## config.mk

```make
export PLATFORM = sky130hd
export DESIGN_NAME = muldiv_seq
export DESIGN_NICKNAME = d
export VERILOG_FILES = /design/src/rtl/muldiv_seq.sv
export SDC_FILE = /design/constraint.sdc
export NUM_CORES = 1
export LEC_CHECK = 0
export ABC_CLOCK_PERIOD_IN_PS = 7100
export CAP_MARGIN = 20
export CORE_AREA = 2 2 96 191
export CTS_CLUSTER_SIZE = 25
export DETAILED_ROUTE_END_ITERATION = 12
export DIE_AREA = 0 0 98 193
export DONT_BUFFER_PORTS = 1
export GPL_TIMING_DRIVEN = 0
export PLACE_DENSITY_LB_ADDON = 0.25
export REMOVE_ABC_BUFFERS = 1
export SYNTH_ARGS = -nofsm -noshare
export SYNTH_HDL_FRONTEND = slang
export SYNTH_SLANG_ARGS = --single-unit
```

## constraint.sdc

```tcl
create_clock -name clk -period 7.1 [get_ports clk]
set_input_delay 1.42 -clock clk [delete_from_list [all_inputs] [get_ports clk]]
set_output_delay 1.42 -clock clk [all_outputs]
set_load 0.05 [all_outputs]
```

## src/rtl/muldiv_seq.sv

```systemverilog
`default_nettype none
// ============================================================================
// Module   : muldiv_seq
// Brief    : Multi-cycle MUL/MULHU/DIVU/REMU sequencer that borrows the shared
//            ALU for one add/subtract per cycle. Define MULDIV_SIGNED_EN to
//            add MULH/MULHSU/DIV/REM.
// Revision : 1.0
// ============================================================================
module muldiv_seq #(
    parameter int                      WIDTH      = 32,
    parameter int                      CNT_W      = 5,
    parameter int                      ALU_CTRL_W = 4,
    parameter logic [ALU_CTRL_W-1:0]   ALU_ADD    = ALU_CTRL_W'(0),
    parameter logic [ALU_CTRL_W-1:0]   ALU_SUB    = ALU_CTRL_W'(1)
) (
    input  logic                  clk,
    input  logic                  reset,
    input  logic                  start_i,
    input  logic [2:0]            op_i,
    input  logic [WIDTH-1:0]      a_i,
    input  logic [WIDTH-1:0]      b_i,
    output logic                  busy_o,
    output logic                  done_o,
    output logic [WIDTH-1:0]      result_o,
    output logic [ALU_CTRL_W-1:0] alu_ctrl_o,
    output logic [WIDTH-1:0]      alu_src1_o,
    output logic [WIDTH-1:0]      alu_src2_o,
    input  logic [WIDTH-1:0]      alu_result_i
);

    localparam logic [CNT_W-1:0] c_CNT_ONE  = CNT_W'(1);
    localparam logic [CNT_W-1:0] c_CNT_LAST = CNT_W'(WIDTH - 1);

    typedef enum logic [1:0] {
        S_IDLE = 2'd0,
        S_ITER = 2'd1,
        S_DONE = 2'd2
    } state_t;

    state_t             r_state, w_state_nxt;
    logic [WIDTH-1:0]   r_hi;      // acc_hi (multiply) / remainder (divide)
    logic [WIDTH-1:0]   r_lo;      // acc_lo (multiply) / quotient (divide)
    logic [WIDTH-1:0]   r_opnd;    // multiplicand / divisor
    logic [CNT_W-1:0]   r_cnt;
    logic [2:0]         r_op;
    logic               r_neg;

    logic               w_signed;
`ifdef MULDIV_SIGNED_EN
    assign w_signed = op_i[2];
`else
    logic               w_unused_op;
    assign w_unused_op = op_i[2];
    assign w_signed    = 1'b0;
`endif

    // Signed operands become magnitudes here; the sign is reapplied on the final load.
    logic               w_a_neg, w_b_neg, w_res_neg, w_div0;
    logic [WIDTH-1:0]   w_a_mag, w_b_mag;
    assign w_a_neg   = w_signed & a_i[WIDTH-1];
    assign w_b_neg   = w_signed & (op_i[1] | ~op_i[0]) & b_i[WIDTH-1];
    assign w_a_mag   = w_a_neg ? -a_i : a_i;
    assign w_b_mag   = w_b_neg ? -b_i : b_i;
    assign w_res_neg = (op_i[1] & op_i[0]) ? w_a_neg : (w_a_neg ^ w_b_neg);
    assign w_div0    = op_i[1] & (b_i == '0);

    logic               w_is_div;
    logic [WIDTH:0]     w_sh;
    logic               w_ge, w_carry;
    logic [WIDTH-1:0]   w_sum, w_hi_nxt, w_lo_nxt, w_raw, w_fin, w_prod_neg_hi;

    assign w_is_div = r_op[1];
    assign w_sh     = {r_hi, r_lo[WIDTH-1]};
    assign w_ge     = w_sh[WIDTH] | (w_sh[WIDTH-1:0] >= r_opnd);
    assign w_sum    = r_lo[0] ? alu_result_i : r_hi;
    assign w_carry  = r_lo[0] & (alu_result_i < r_hi);

    assign w_hi_nxt = w_is_div ? (w_ge ? alu_result_i : w_sh[WIDTH-1:0])
                               : {w_carry, w_sum[WIDTH-1:1]};
    assign w_lo_nxt = w_is_div ? {r_lo[WIDTH-2:0], w_ge}
                               : {w_sum[0], r_lo[WIDTH-1:1]};

    // High word of the negated 64-bit product: ~hi plus the borrow out of -lo.
    assign w_prod_neg_hi = ~w_hi_nxt + {{(WIDTH-1){1'b0}}, (w_lo_nxt == '0)};

    always_comb begin
        w_raw = '0;
        w_fin = '0;
        if (w_is_div) begin
            w_raw = r_op[0] ? w_hi_nxt : w_lo_nxt;
            w_fin = r_neg ? -w_raw : w_raw;
        end else if (r_op[0] | r_op[2]) begin
            w_fin = r_neg ? w_prod_neg_hi : w_hi_nxt;
        end else begin
            w_fin = w_lo_nxt;
        end
    end

    always_comb begin
        w_state_nxt = r_state;
        busy_o      = 1'b0;
        done_o      = 1'b0;
        alu_ctrl_o  = ALU_ADD;
        alu_src1_o  = '0;
        alu_src2_o  = '0;
        case (r_state)
            S_IDLE: begin
                if (start_i) begin
                    w_state_nxt = w_div0 ? S_DONE : S_ITER;
                end
            end
            S_ITER: begin
                busy_o     = 1'b1;
                alu_ctrl_o = w_is_div ? ALU_SUB : ALU_ADD;
                alu_src1_o = w_is_div ? w_sh[WIDTH-1:0] : r_hi;
                alu_src2_o = r_opnd;
                if (r_cnt == c_CNT_LAST) begin
                    w_state_nxt = S_DONE;
                end
            end
            S_DONE: begin
                busy_o      = 1'b1;
                done_o      = 1'b1;
                w_state_nxt = S_IDLE;
            end
            default: w_state_nxt = S_IDLE;
        endcase
    end

    always_ff @(posedge clk) begin
        if (reset) begin
            r_state  <= S_IDLE;
            r_hi     <= '0;
            r_lo     <= '0;
            r_opnd   <= '0;
            r_cnt    <= '0;
            r_op     <= '0;
            r_neg    <= 1'b0;
            result_o <= '0;
        end else begin
            r_state <= w_state_nxt;
            case (r_state)
                S_IDLE: begin
                    if (start_i) begin
                        r_op  <= {w_signed, op_i[1:0]};
                        r_neg <= w_res_neg;
                        r_cnt <= '0;
                        r_hi  <= '0;
                        if (op_i[1]) begin
                            r_lo   <= w_a_mag;
                            r_opnd <= w_b_mag;
                        end else begin
                            r_lo   <= w_b_mag;
                            r_opnd <= w_a_mag;
                        end
                        if (w_div0) begin
                            result_o <= op_i[0] ? a_i : '1;
                        end
                    end
                end
                S_ITER: begin
                    r_hi  <= w_hi_nxt;
                    r_lo  <= w_lo_nxt;
                    r_cnt <= r_cnt + c_CNT_ONE;
                    if (r_cnt == c_CNT_LAST) begin
                        result_o <= w_fin;
                    end
                end
                default: ;
            endcase
        end
    end

endmodule
`default_nettype wire

```

==> reports/metrics.yaml <==
cp_cell_sequence: "nor4_1 -> nand4_1 -> or3_1 -> o21ai_4 -> buf_16 -> o21ai_0 -> and2_1 -> a41o_1 -> a41o_1"
setup_viol: 0
syn-instance-count: 1330
powerDensity_nw_per_um2: 224
grt_antenna_before_repair: 0
pre_cts_slack_ns: 2.32
area_delta_synth_final_pct: 6.03
async_flop_share_pct: 0
cts-resized-gates: 0
yosysUniqueCellTypes: 62
hold_viol: 0
drive_gt1_share_pct: 11.2
leakage_nw: 4.81
place_inst: 1445
hold_buffers: 0
fp.coreArea_um2: 17500
diodes: 0
hp-class: "reg2reg"
post-route-period-util_pct: 62.1
grt_max_degree: 139
cp.required_ns: 7.42
clk_latency_ns: 0.43
drc_errors: 0
vdd_drop_max_mv: 0.190
grt_pass1_wl_mm: 50.3
dpl_cell_area_um2: 11100
dieHeight_um: 193
worstSetupEndpointType: "flop"
path_class: "in2reg"
skew_ns: 0.00923
clock.fmax_mhz: 227
stdcell_count: 1477
critical_path.most_common_cell: "a41o_1"
worst_setup_path_start_kind: "input pin"
track_usage_pct: 32.8
vias: 9677
dieArea_um2: 18900
cts_setup_buffers: 0
synthFlopType: "dfxtp_1"
drt-initial-drc-count: 398
status: "complete, no violations"
worstReg2RegStart: "r_hi[6]"
place_congestion: 0.877
grt_pass1_vias: 9559
maxCapViolCount: 0
r2r_setup_slack_ns: 3.45
viasPerCell: 6.55
stdcell_area_um2: 11700
rows: 69
cts_made_buffers: 17
min_from: "r_hi[31]"
clockBufferDepth: 2
path_clk_slew_ns: 0.06
cp.arrival_ns: 4.73
critPathMaxFanout: 22
routed_wl_mm: 31.6
die_width_um: 98
cts_tree: "yes"
nets: 1421
io_buffers: 0
cts_root_buf: "clkbuf_16"
min_period_ns: 4.41
synth_enable_flop_cells: 0
slew_violations: 0
worstMarginPinSlew_ns: 1.14
dr.pass1.iters: 5
clkSinkCount: 137
netlist_area_um2: 11000
setup_ws_ns: 2.69
place_hpwl_mm: 21.6
avgSynthCellArea_um2: 8.30
grt_overflow: 0
slew-limit-headroom_pct: 23.1
ios: 204
synth_seq_cells: 137
ys_seq_area_share_pct: 24.8
cp_slowest_cell: "nor4_1"
max_stage_delay_ns: 0.94
drt-wirelength-per-cell_um: 21.4
start_util_pct: 63.0
htreeDepth: 4
startpoint: "b_i[19]"
ys_warn_count: 0
ant_nets: 0
rsz0062_at_grt: "false"
final timing paths:
check / depth (start not counted) / to
worst max-delay path: 9 / result_o[0]
worst min register to register: 2 / r_hi[31]
worst max register to register: 10 / result_o[25]
worst min-delay path: 2 / r_hi[31]
metrics by stage:
stage / hold WS (ns) / setup TNS (ns) / power (mW) / utilization (%)
floorplan: 0.438 / -14.14 / 1.46 / -
global placement: 0.467 / -354.57 / 1.62 / 61.2
detailed placement: 0.487 / 0 / 1.64 / 63.1
CTS: 0.495 / 0 / 2.62 / 66.8
global route: 0.532 / 0 / 2.74 / 66.8
finish: 0.498 / 0 / 2.62 / 66.8
layer usage:
layer  part of all wire (%)  track usage, %
met1                     39            39.2
met2                     49            54.8
met3                    7.3            7.21
met5                      0               0
met4                    4.5            17.6
worst max-delay path, delay by kind of cell:
kind | cells | cell delay (ns)
AOI/OAI and AO/OA | 4 | 1.16
buffers and inverters | 1 | 0.24
and+or+nand+nor | 4 | 1.88
state kept, by name (all words and copies together), names as in the netlist:
register and cells:
r_hi 32, r_lo 32, r_opnd 32, result_o 32, r_cnt 5, r_op 2
r_state 2
area by class of cell:
type | count | area, um2
flip-flops and latches | 137 | 2750
clock inverters | 10 | 164
clock buffers | 22 | 484
well taps | 213 | 267
inverters | 98 | 368
repair buffers | 12 | 293
multi-input cells | 985 | 7390
fillers | 1442 | 5820
synth_stat cells (4+ instances only):
cell / number / area, um2
a21oi_1: 59 / 295
dfxtp_1: 137 / 2740
a311oi_2: 25 / 375
nor3_1: 34 / 170
nand2_1: 110 / 413
o211a_1: 30 / 300
nor4_1: 8 / 50.1
a211oi_1: 96 / 721
o21ai_0: 44 / 220
and2_1: 38 / 238
inv_1: 97 / 364
o211ai_2: 26 / 325
buf_2: 7 / 35.0
nor2_1: 110 / 413
clkbuf_1: 67 / 251
mux2_4: 26 / 390
o211ai_1: 5 / 37.5
a311oi_1: 5 / 43.8
buf_4: 5 / 37.5
a21o_1: 37 / 278
mux2i_1: 131 / 1310
ha_1: 68 / 851
nor2b_1: 64 / 400
buf_1: 18 / 67.6
nand3_1: 10 / 50.1
nand4_1: 14 / 87.6
clkbuf_8: 5 / 68.8
nand2b_1: 4 / 25.0
report_power, final:
group | leakage [nW] | total, mW | internal (mW) | switching [mW]
combinational | 3.37 | 0.729 | 0.289 | 0.440
clock | 0.317 | 0.989 | 0.627 | 0.362
sequential | 1.12 | 0.906 | 0.830 | 0.0758
cells by family (layout without fill, tap and decap cells):
family | count (synthesis) | in the layout | share of synthesized area, %
flops | 137 | 137 | 24.8
mux | 160 | 160 | 15.7
fa+ha+maj | 68 | 68 | 7.70
buf+inv | 210 | 142 | 8.68
compound gates | 352 | 352 | 25.6
simple gates | 402 | 402 | 17.4
other cells | 1 | 3 | 0.0340
cells in the final DEF (no fill, tap or decap), types with 26 or more instances in the layout:
cell / synthesis / routed
mux2i_1: 131 / 131
inv_1: 97 / 96
a21o_1: 37 / 37
a21oi_1: 59 / 59
nor2b_1: 64 / 63
mux2_4: 26 / 26
o211a_1: 30 / 30
a211oi_1: 96 / 96
nand2_1: 110 / 109
nor3_1: 34 / 34
o21ai_0: 44 / 44
ha_1: 68 / 67
nor2_1: 110 / 110
o211ai_2: 26 / 26
and2_1: 38 / 36
dfxtp_1: 137 / 135
No activity file was read; power rests on OpenSTA's default activity.
